[src/rtl/gcm_block_sequencer_if.sv]
// Message-level handshakes plus the gcm_aes core-facing bus for gcm_block_sequencer.
// The master modport is the sequencer's view; slave is the environment's view.
interface gcm_block_sequencer_if #(
  parameter int NB_W = 5
);
  logic            i_start;
  logic            o_start_ready;
  logic [127:0]    i_cipher_key;
  logic [95:0]     i_iv;
  logic [127:0]    i_aad;
  logic [NB_W-1:0] i_num_blocks;
  logic            o_err;
  logic            i_pt_valid;
  logic            o_pt_ready;
  logic [127:0]    i_pt_data;
  logic            o_ct_valid;
  logic            i_ct_ready;
  logic [127:0]    o_ct_data;
  logic            o_ct_last;
  logic            o_tag_valid;
  logic            i_tag_ready;
  logic [127:0]    o_tag;
  logic            o_busy;
  logic            o_core_valid;
  logic            o_core_new_instance;
  logic [127:0]    o_core_cipher_key;
  logic [95:0]     o_core_iv;
  logic [127:0]    o_core_aad;
  logic [127:0]    o_core_plain_text;
  logic [127:0]    i_core_cipher_text;
  logic [127:0]    i_core_tag;
  logic            i_core_tag_ready;

  modport master (
    input  i_start, i_cipher_key, i_iv, i_aad, i_num_blocks,
    input  i_pt_valid, i_pt_data, i_ct_ready, i_tag_ready,
    input  i_core_cipher_text, i_core_tag, i_core_tag_ready,
    output o_start_ready, o_err, o_pt_ready, o_ct_valid, o_ct_data, o_ct_last,
    output o_tag_valid, o_tag, o_busy, o_core_valid, o_core_new_instance,
    output o_core_cipher_key, o_core_iv, o_core_aad, o_core_plain_text
  );

  modport slave (
    output i_start, i_cipher_key, i_iv, i_aad, i_num_blocks,
    output i_pt_valid, i_pt_data, i_ct_ready, i_tag_ready,
    output i_core_cipher_text, i_core_tag, i_core_tag_ready,
    input  o_start_ready, o_err, o_pt_ready, o_ct_valid, o_ct_data, o_ct_last,
    input  o_tag_valid, o_tag, o_busy, o_core_valid, o_core_new_instance,
    input  o_core_cipher_key, o_core_iv, o_core_aad, o_core_plain_text
  );
endinterface

[src/rtl/gcm_block_sequencer.sv]
// Feeds one GCM message through a non-stallable core of CORE_LAT cycles, FWFT ciphertext FIFO out.
// Back-pressure is by credit: a block issues only if in-flight plus queued results leave FIFO room.
module gcm_block_sequencer #(
  parameter int CORE_LAT   = 10,
  parameter int FIFO_DEPTH = 16,
  parameter int NB_W       = 5
) (
  input  logic                  clk,
  input  logic                  i_rst_n,
  gcm_block_sequencer_if.master bus
);
  localparam logic [1:0] S_IDLE    = 2'd0;
  localparam logic [1:0] S_RUN     = 2'd1;
  localparam logic [1:0] S_DRAIN   = 2'd2;
  localparam logic [1:0] S_TAG_OUT = 2'd3;

  localparam int CW = $clog2(FIFO_DEPTH + 1);
  localparam int AW = (FIFO_DEPTH > 1) ? $clog2(FIFO_DEPTH) : 1;

  logic [1:0]          state;
  logic [127:0]        key_q;
  logic [95:0]         iv_q;
  logic [127:0]        aad_q;
  logic [127:0]        tag_q;
  logic [NB_W-1:0]     remaining;
  logic                first_q;
  logic                tag_held;
  logic                err_q;
  logic [CORE_LAT-1:0] sr_vld;
  logic [CORE_LAT-1:0] sr_last;
  logic [CW-1:0]       inflight;
  logic [CW-1:0]       fifo_count;
  logic [AW-1:0]       wr_ptr;
  logic [AW-1:0]       rd_ptr;
  logic [128:0]        mem [FIFO_DEPTH];

  logic                start_acc;
  logic                issue;
  logic                last_issue;
  logic                credit;
  logic                push;
  logic                pop;
  logic                fifo_empty;
  logic                tag_cap;
  logic [CW:0]         occupancy;

  function automatic logic [AW-1:0] ptr_next(input logic [AW-1:0] p);
    return (p == AW'(FIFO_DEPTH - 1)) ? '0 : p + AW'(1);
  endfunction

  assign occupancy  = {1'b0, inflight} + {1'b0, fifo_count};
  assign credit     = occupancy < (CW+1)'(FIFO_DEPTH);
  assign start_acc  = bus.i_start && (state == S_IDLE);
  assign issue      = (state == S_RUN) && bus.i_pt_valid && credit;
  assign last_issue = issue && (remaining == NB_W'(1));
  assign push       = sr_vld[CORE_LAT-1];
  assign fifo_empty = (fifo_count == '0);
  assign pop        = !fifo_empty && bus.i_ct_ready;
  // The core tag is only meaningful once this message has started issuing.
  assign tag_cap    = bus.i_core_tag_ready && !tag_held && (state != S_IDLE) && (!first_q || issue);

  assign bus.o_start_ready       = (state == S_IDLE);
  assign bus.o_busy              = (state != S_IDLE);
  assign bus.o_err               = err_q;
  assign bus.o_pt_ready          = (state == S_RUN) && credit;
  assign bus.o_core_valid        = issue;
  assign bus.o_core_new_instance = issue && first_q;
  assign bus.o_core_cipher_key   = key_q;
  assign bus.o_core_iv           = iv_q;
  assign bus.o_core_aad          = aad_q;
  assign bus.o_core_plain_text   = bus.i_pt_data;
  assign bus.o_ct_valid          = !fifo_empty;
  assign bus.o_ct_data           = fifo_empty ? '0 : mem[rd_ptr][127:0];
  assign bus.o_ct_last           = !fifo_empty && mem[rd_ptr][128];
  assign bus.o_tag_valid         = (state == S_TAG_OUT);
  assign bus.o_tag               = tag_q;

  always_ff @(posedge clk or negedge i_rst_n) begin
    if (!i_rst_n) begin
      state     <= S_IDLE;
      key_q     <= '0;
      iv_q      <= '0;
      aad_q     <= '0;
      tag_q     <= '0;
      remaining <= '0;
      first_q   <= 1'b0;
      tag_held  <= 1'b0;
      err_q     <= 1'b0;
    end else begin
      err_q <= start_acc && (bus.i_num_blocks == '0);
      if (tag_cap) begin
        tag_q    <= bus.i_core_tag;
        tag_held <= 1'b1;
      end
      if (issue) begin
        remaining <= remaining - NB_W'(1);
        first_q   <= 1'b0;
      end
      case (state)
        S_IDLE: begin
          if (start_acc && (bus.i_num_blocks != '0)) begin
            key_q     <= bus.i_cipher_key;
            iv_q      <= bus.i_iv;
            aad_q     <= bus.i_aad;
            remaining <= bus.i_num_blocks;
            first_q   <= 1'b1;
            tag_held  <= 1'b0;
            state     <= S_RUN;
          end
        end
        S_RUN: begin
          if (last_issue) state <= S_DRAIN;
        end
        S_DRAIN: begin
          if ((inflight == '0) && fifo_empty && (tag_held || tag_cap)) state <= S_TAG_OUT;
        end
        S_TAG_OUT: begin
          if (bus.i_tag_ready) begin
            tag_held <= 1'b0;
            state    <= S_IDLE;
          end
        end
        default: state <= S_IDLE;
      endcase
    end
  end

  // Latency line mirrors the core pipeline; its tail marks the cycle a result is on i_core_cipher_text.
  always_ff @(posedge clk or negedge i_rst_n) begin
    if (!i_rst_n) begin
      sr_vld     <= '0;
      sr_last    <= '0;
      inflight   <= '0;
      fifo_count <= '0;
      wr_ptr     <= '0;
      rd_ptr     <= '0;
    end else begin
      sr_vld  <= {sr_vld[CORE_LAT-2:0], issue};
      sr_last <= {sr_last[CORE_LAT-2:0], last_issue};
      if (issue && !push)      inflight <= inflight + CW'(1);
      else if (!issue && push) inflight <= inflight - CW'(1);
      if (push && !pop)        fifo_count <= fifo_count + CW'(1);
      else if (!push && pop)   fifo_count <= fifo_count - CW'(1);
      if (push) wr_ptr <= ptr_next(wr_ptr);
      if (pop)  rd_ptr <= ptr_next(rd_ptr);
    end
  end

  always_ff @(posedge clk) begin
    if (push) mem[wr_ptr] <= {sr_last[CORE_LAT-1], bus.i_core_cipher_text};
  end
endmodule

[src/flat_wrapper.sv]
// flat-port wrapper written by rule: the top's interface ports become plain ports
module gcm_block_sequencer_flat 
#(
  parameter int CORE_LAT   = 10,
  parameter int FIFO_DEPTH = 16,
  parameter int NB_W       = 5
)
  (clk, i_rst_n, bus_i_start, bus_i_cipher_key, bus_i_iv, bus_i_aad, bus_i_num_blocks, bus_i_pt_valid, bus_i_pt_data, bus_i_ct_ready, bus_i_tag_ready, bus_i_core_cipher_text, bus_i_core_tag, bus_i_core_tag_ready, bus_o_start_ready, bus_o_err, bus_o_pt_ready, bus_o_ct_valid, bus_o_ct_data, bus_o_ct_last, bus_o_tag_valid, bus_o_tag, bus_o_busy, bus_o_core_valid, bus_o_core_new_instance, bus_o_core_cipher_key, bus_o_core_iv, bus_o_core_aad, bus_o_core_plain_text);
  gcm_block_sequencer_if #(.NB_W(NB_W)) bus_i ();
  input  logic clk;
  input  logic i_rst_n;
  input wire logic [$bits(bus_i.i_start)-1:0] bus_i_start;
  input wire logic [$bits(bus_i.i_cipher_key)-1:0] bus_i_cipher_key;
  input wire logic [$bits(bus_i.i_iv)-1:0] bus_i_iv;
  input wire logic [$bits(bus_i.i_aad)-1:0] bus_i_aad;
  input wire logic [$bits(bus_i.i_num_blocks)-1:0] bus_i_num_blocks;
  input wire logic [$bits(bus_i.i_pt_valid)-1:0] bus_i_pt_valid;
  input wire logic [$bits(bus_i.i_pt_data)-1:0] bus_i_pt_data;
  input wire logic [$bits(bus_i.i_ct_ready)-1:0] bus_i_ct_ready;
  input wire logic [$bits(bus_i.i_tag_ready)-1:0] bus_i_tag_ready;
  input wire logic [$bits(bus_i.i_core_cipher_text)-1:0] bus_i_core_cipher_text;
  input wire logic [$bits(bus_i.i_core_tag)-1:0] bus_i_core_tag;
  input wire logic [$bits(bus_i.i_core_tag_ready)-1:0] bus_i_core_tag_ready;
  output wire logic [$bits(bus_i.o_start_ready)-1:0] bus_o_start_ready;
  output wire logic [$bits(bus_i.o_err)-1:0] bus_o_err;
  output wire logic [$bits(bus_i.o_pt_ready)-1:0] bus_o_pt_ready;
  output wire logic [$bits(bus_i.o_ct_valid)-1:0] bus_o_ct_valid;
  output wire logic [$bits(bus_i.o_ct_data)-1:0] bus_o_ct_data;
  output wire logic [$bits(bus_i.o_ct_last)-1:0] bus_o_ct_last;
  output wire logic [$bits(bus_i.o_tag_valid)-1:0] bus_o_tag_valid;
  output wire logic [$bits(bus_i.o_tag)-1:0] bus_o_tag;
  output wire logic [$bits(bus_i.o_busy)-1:0] bus_o_busy;
  output wire logic [$bits(bus_i.o_core_valid)-1:0] bus_o_core_valid;
  output wire logic [$bits(bus_i.o_core_new_instance)-1:0] bus_o_core_new_instance;
  output wire logic [$bits(bus_i.o_core_cipher_key)-1:0] bus_o_core_cipher_key;
  output wire logic [$bits(bus_i.o_core_iv)-1:0] bus_o_core_iv;
  output wire logic [$bits(bus_i.o_core_aad)-1:0] bus_o_core_aad;
  output wire logic [$bits(bus_i.o_core_plain_text)-1:0] bus_o_core_plain_text;
  assign bus_i.i_start = bus_i_start;
  assign bus_i.i_cipher_key = bus_i_cipher_key;
  assign bus_i.i_iv = bus_i_iv;
  assign bus_i.i_aad = bus_i_aad;
  assign bus_i.i_num_blocks = bus_i_num_blocks;
  assign bus_i.i_pt_valid = bus_i_pt_valid;
  assign bus_i.i_pt_data = bus_i_pt_data;
  assign bus_i.i_ct_ready = bus_i_ct_ready;
  assign bus_i.i_tag_ready = bus_i_tag_ready;
  assign bus_i.i_core_cipher_text = bus_i_core_cipher_text;
  assign bus_i.i_core_tag = bus_i_core_tag;
  assign bus_i.i_core_tag_ready = bus_i_core_tag_ready;
  assign bus_o_start_ready = bus_i.o_start_ready;
  assign bus_o_err = bus_i.o_err;
  assign bus_o_pt_ready = bus_i.o_pt_ready;
  assign bus_o_ct_valid = bus_i.o_ct_valid;
  assign bus_o_ct_data = bus_i.o_ct_data;
  assign bus_o_ct_last = bus_i.o_ct_last;
  assign bus_o_tag_valid = bus_i.o_tag_valid;
  assign bus_o_tag = bus_i.o_tag;
  assign bus_o_busy = bus_i.o_busy;
  assign bus_o_core_valid = bus_i.o_core_valid;
  assign bus_o_core_new_instance = bus_i.o_core_new_instance;
  assign bus_o_core_cipher_key = bus_i.o_core_cipher_key;
  assign bus_o_core_iv = bus_i.o_core_iv;
  assign bus_o_core_aad = bus_i.o_core_aad;
  assign bus_o_core_plain_text = bus_i.o_core_plain_text;
  gcm_block_sequencer #(.CORE_LAT(CORE_LAT), .FIFO_DEPTH(FIFO_DEPTH), .NB_W(NB_W)) u_core (.clk(clk), .i_rst_n(i_rst_n), .bus(bus_i));
endmodule
[config.mk]
export PLATFORM = sky130hd
export DESIGN_NAME = gcm_block_sequencer_flat
export DESIGN_NICKNAME = d
export VERILOG_FILES = /design/src/rtl/gcm_block_sequencer_if.sv /design/src/rtl/gcm_block_sequencer.sv /design/src/flat_wrapper.sv
export SDC_FILE = /design/constraint.sdc
export NUM_CORES = 2
export LEC_CHECK = 0
export CORE_AREA = 4 4 585 587
export DETAILED_ROUTE_END_ITERATION = 16
export DIE_AREA = 0 0 589 591
export PLACE_DENSITY = 0.56
export RECOVER_POWER = 100
export SYNTH_ARGS = -nofsm -noshare
export SYNTH_HDL_FRONTEND = slang
export SYNTH_SLANG_ARGS = --single-unit
[constraint.sdc]
create_clock -name clk -period 13 [get_ports clk]
set_input_delay 1.3 -clock clk [delete_from_list [all_inputs] [get_ports clk]]
set_output_delay 1.3 -clock clk [all_outputs]
set_load 0.02 [all_outputs]
==> impl_metrics.ini <==
[worst_setup_path]
worst-r2r-cell-count = 6
path_class = flip-flop to output port
setup.worst_path.start_class = flip-flop
critical_path.reg2reg.startpoint = u_core.wr_ptr[0]$_DFFE_PN0P_
critPathMaxFanout = 107
worstReg2RegEnd = u_core.mem[12][56]$_DFFE_PP_
end_kind = output port
cp.required_ps = 11700
reg2reg_setup_slack_ps = 3920
critical_path_arrival_ps = 8950

[min_path]
min_delay_path_depth = 0
whs_endpoint = u_core.sr_vld[2]$_DFF_PN0_
hold_path.startpoint = u_core.sr_vld[1]$_DFF_PN0_
min_path_type = flip-flop to flip-flop

[synth]
ys_types = 47
synth.yosys.warnings = 0
syn_area_per_cell_um2 = 21.5
synth.top_cell.area_share_pct = 61.7
post-synth-top-area-cell = sky130_fd_sc_hd__edfxtp_1
synth_async_sr_flop_share_pct = 20.4
dominantRegCellSynth = sky130_fd_sc_hd__edfxtp_1
yosys-top-cells-count = 2064 x sky130_fd_sc_hd__edfxtp_1, 528 x sky130_fd_sc_hd__dfrtp_1, 516 x sky130_fd_sc_hd__mux4_2, 364 x sky130_fd_sc_hd__mux2_2, 258 x sky130_fd_sc_hd__a211oi_1
synth.most_common_cell = sky130_fd_sc_hd__edfxtp_1
synth_edf_count = 2064
synth-seq-cells = 2592
ys_top_cells_by_area = sky130_fd_sc_hd__edfxtp_1 62%, sky130_fd_sc_hd__dfrtp_1 13%, sky130_fd_sc_hd__mux4_2 12%
synth.cell_area_um2 = 100000
synth.net_count = 5442
synth.yosys.seq_area_share_pct = 74.8
syn_inst = 4669

[routing]
route.detailed.vias_per_inst = 5.06
routed_wire_length_per_instance_um = 46.0
dr.pass1.iters = 8
dr_total_vias = 54400
overall_routed_net_length_um = 494000
antenna_left = 0
initialDrtViolationCount = 5645
detail_route.drc_violations = 0

[clocking]
clock-root-buffer = sky130_fd_sc_hd__clkbuf_16
clock_tree.htree_level_count = 5
number_of_buffers_added_for_setup_after_cts = 0
worst_skew_pair.late_latency_ps = 910
number_of_buffers_inserted_for_hold_repair_after_clock_tree_synthesis = 0
tritoncts = yes
cts.sink_count = 2592
clkTransAtPathRegs_ps = 60
number_of_buffers_added_by_the_clock_tree_synthesis_step = 297
clockBufferDepth = 4
cts_resized = 0

[sta]
setup-tns-final_ps = 0
timing.max_slew.rel_slack_pct = -542
period_minus_slack_ps = 10250
setup-violations-final = 0
finClkSkew_ps = 58.2
layout_setup_ws_ps = 2750
max_freq_mhz = 97.6
max_slew.worst_pin.slew_ps = 9630
grt_setup_unrepaired = no
number_of_max_slew_violations_in_the_final_report = 3284
fin_crit_sh_pct = 78.8
timing.final.hold_violations = 0

[global_route]
global_route_wire_length_before_repair_um = 618000
maximum_number_of_pins_on_one_net_before_global_route_repair = 172
global_route.usage.total_pct = 27.6
gr-total-overflow = 0
antenna_violations_before_repair = 256
grt_pass1_vias = 53900

[placed_design]
placedInstanceArea_um2 = 117000
place.gp.congestion = 1.03
numPlacedInstances = 10100
dp_worst_setup_slack_ps = 6710
hpwlAfterDp_um = 366000
io_buffers = 1236

[run_status]
outcome = finished, violations left
failed_checks = capacitance limit, slew limit

[pwr]
power_per_cell_area_nw_per_um2 = 144
totalPowerFinal_uw = 18000
irDropWorstVdd_uv = 122
power.leakage_uw = 0.0436

[die]
core_um2 = 336000
top_level_ports = 1493
fp.dieW_um = 589
dieArea_um2 = 348000
rows = 213
initial_utilization_pct = 29.9
floorplan.die.height_um = 591

[final_layout]
fin_cells = 10700
final_nets = 6676
fin_area_um2 = 126000
layout-drive-gt1-share_pct = 21.6
layout-area-overhead-vs-synth_pct = 25.0

[run]
maxCapViolCount = 72
## final cells by class
| cell class | count | area, um2 |
|---|---|---|
| clock inverters | 146 | 1400 |
| flip-flops and latches | 2592 | 75200 |
| repair buffers | 1325 | 12900 |
| multi-input cells | 1674 | 22200 |
| diodes | 94 | 235 |
| clock buffers | 382 | 7970 |
| inverters | 13 | 48.8 |
| fillers | 31000 | 211000 |
| well taps | 4515 | 5650 |
## through the flow
step | hold slack (ps) | util, %
6_report | 335 | 37.4
5_1_grt | 351 | 37.3
4_1_cts | 329 | 37.6
3_5_place_dp | 336 | 34.8
3_3_place_gp | 331 | 34.8
2_1_floorplan | 331 | -
## power by group
group          switching, uW  internal (uW)
logic                    540            239
registers               29.7           9010
clock network           3520           4690
## cell usage in the layout, fill, tap and decap left out, types with 45 or more instances in the layout
cell,count
sky130_fd_sc_hd__edfxtp_1,2064
sky130_fd_sc_hd__dlygate4sd3_1,732
sky130_fd_sc_hd__dfrtp_1,525
sky130_fd_sc_hd__mux4_2,516
sky130_fd_sc_hd__clkdlybuf4s50_1,503
sky130_fd_sc_hd__mux2_2,363
sky130_fd_sc_hd__clkbuf_16,302
sky130_fd_sc_hd__a211oi_1,258
sky130_fd_sc_hd__clkbuf_1,132
sky130_fd_sc_hd__nor2b_1,131
sky130_fd_sc_hd__mux2i_1,130
sky130_fd_sc_hd__mux2_1,118
sky130_fd_sc_hd__diode_2,94
sky130_fd_sc_hd__clkinv_1,54
sky130_fd_sc_hd__clkinv_2,45
## how the worst max path moves through the flow
stage	start	slack, ps	depth (start not counted)	end
2_1_floorplan	u_core.sr_vld[9]$_DFF_PN0_	2740	3	u_core.mem[0][0]$_DFFE_PP_
3_3_place_gp	u_core.rd_ptr[0]$_DFFE_PN0P_	6550	7	bus_o_ct_data[127]
3_5_place_dp	u_core.rd_ptr[0]$_DFFE_PN0P_	6710	7	bus_o_ct_data[127]
4_1_cts	u_core.rd_ptr[0]$_DFFE_PN0P_	5700	7	bus_o_ct_data[127]
5_1_grt	u_core.fifo_count[0]$_DFFE_PN0P_	2760	5	bus_o_ct_data[60]
6_report	u_core.fifo_count[0]$_DFFE_PN0P_	2750	5	bus_o_ct_data[107]
## layer usage
layer	GRT usage, %	share of wire [%]
met1	32.1	37
met2	41.6	44
met4	11.7	5.3
met3	15.7	14
met5	0.595	0.16
## critical path, stage by stage, from the launching register on
cell                              delay (ps)
sky130_fd_sc_hd__dfrtp_1                 450
sky130_fd_sc_hd__nor3_1                  230
sky130_fd_sc_hd__and2_0                 2160
sky130_fd_sc_hd__clkbuf_2               3390
sky130_fd_sc_hd__a211oi_1                950
sky130_fd_sc_hd__clkdlybuf4s50_1         800
## registers in the layout, summed over array words and instances (netlist names), 4 cells and up
signal	count
u_core.mem	2064
u_core.bus.o_core_aad	128
u_core.bus.o_core_cipher_key	128
u_core.bus.o_tag	128
u_core.bus.o_core_iv	96
u_core.sr_last	10
u_core.sr_vld	10
u_core.fifo_count	5
u_core.inflight	5
u_core.remaining	5
u_core.rd_ptr	4
u_core.wr_ptr	4
## cells by family after synthesis
logic type / Yosys count / synth area share, %
fa+ha+maj: 25 / 0.326
xor+xnor: 16 / 0.139
compound gates: 297 / 2.18
simple gates: 206 / 1.19
mux: 1130 / 18.7
flops: 2592 / 74.8
buf+inv: 403 / 2.62
Power figures use the tool's default switching activity.
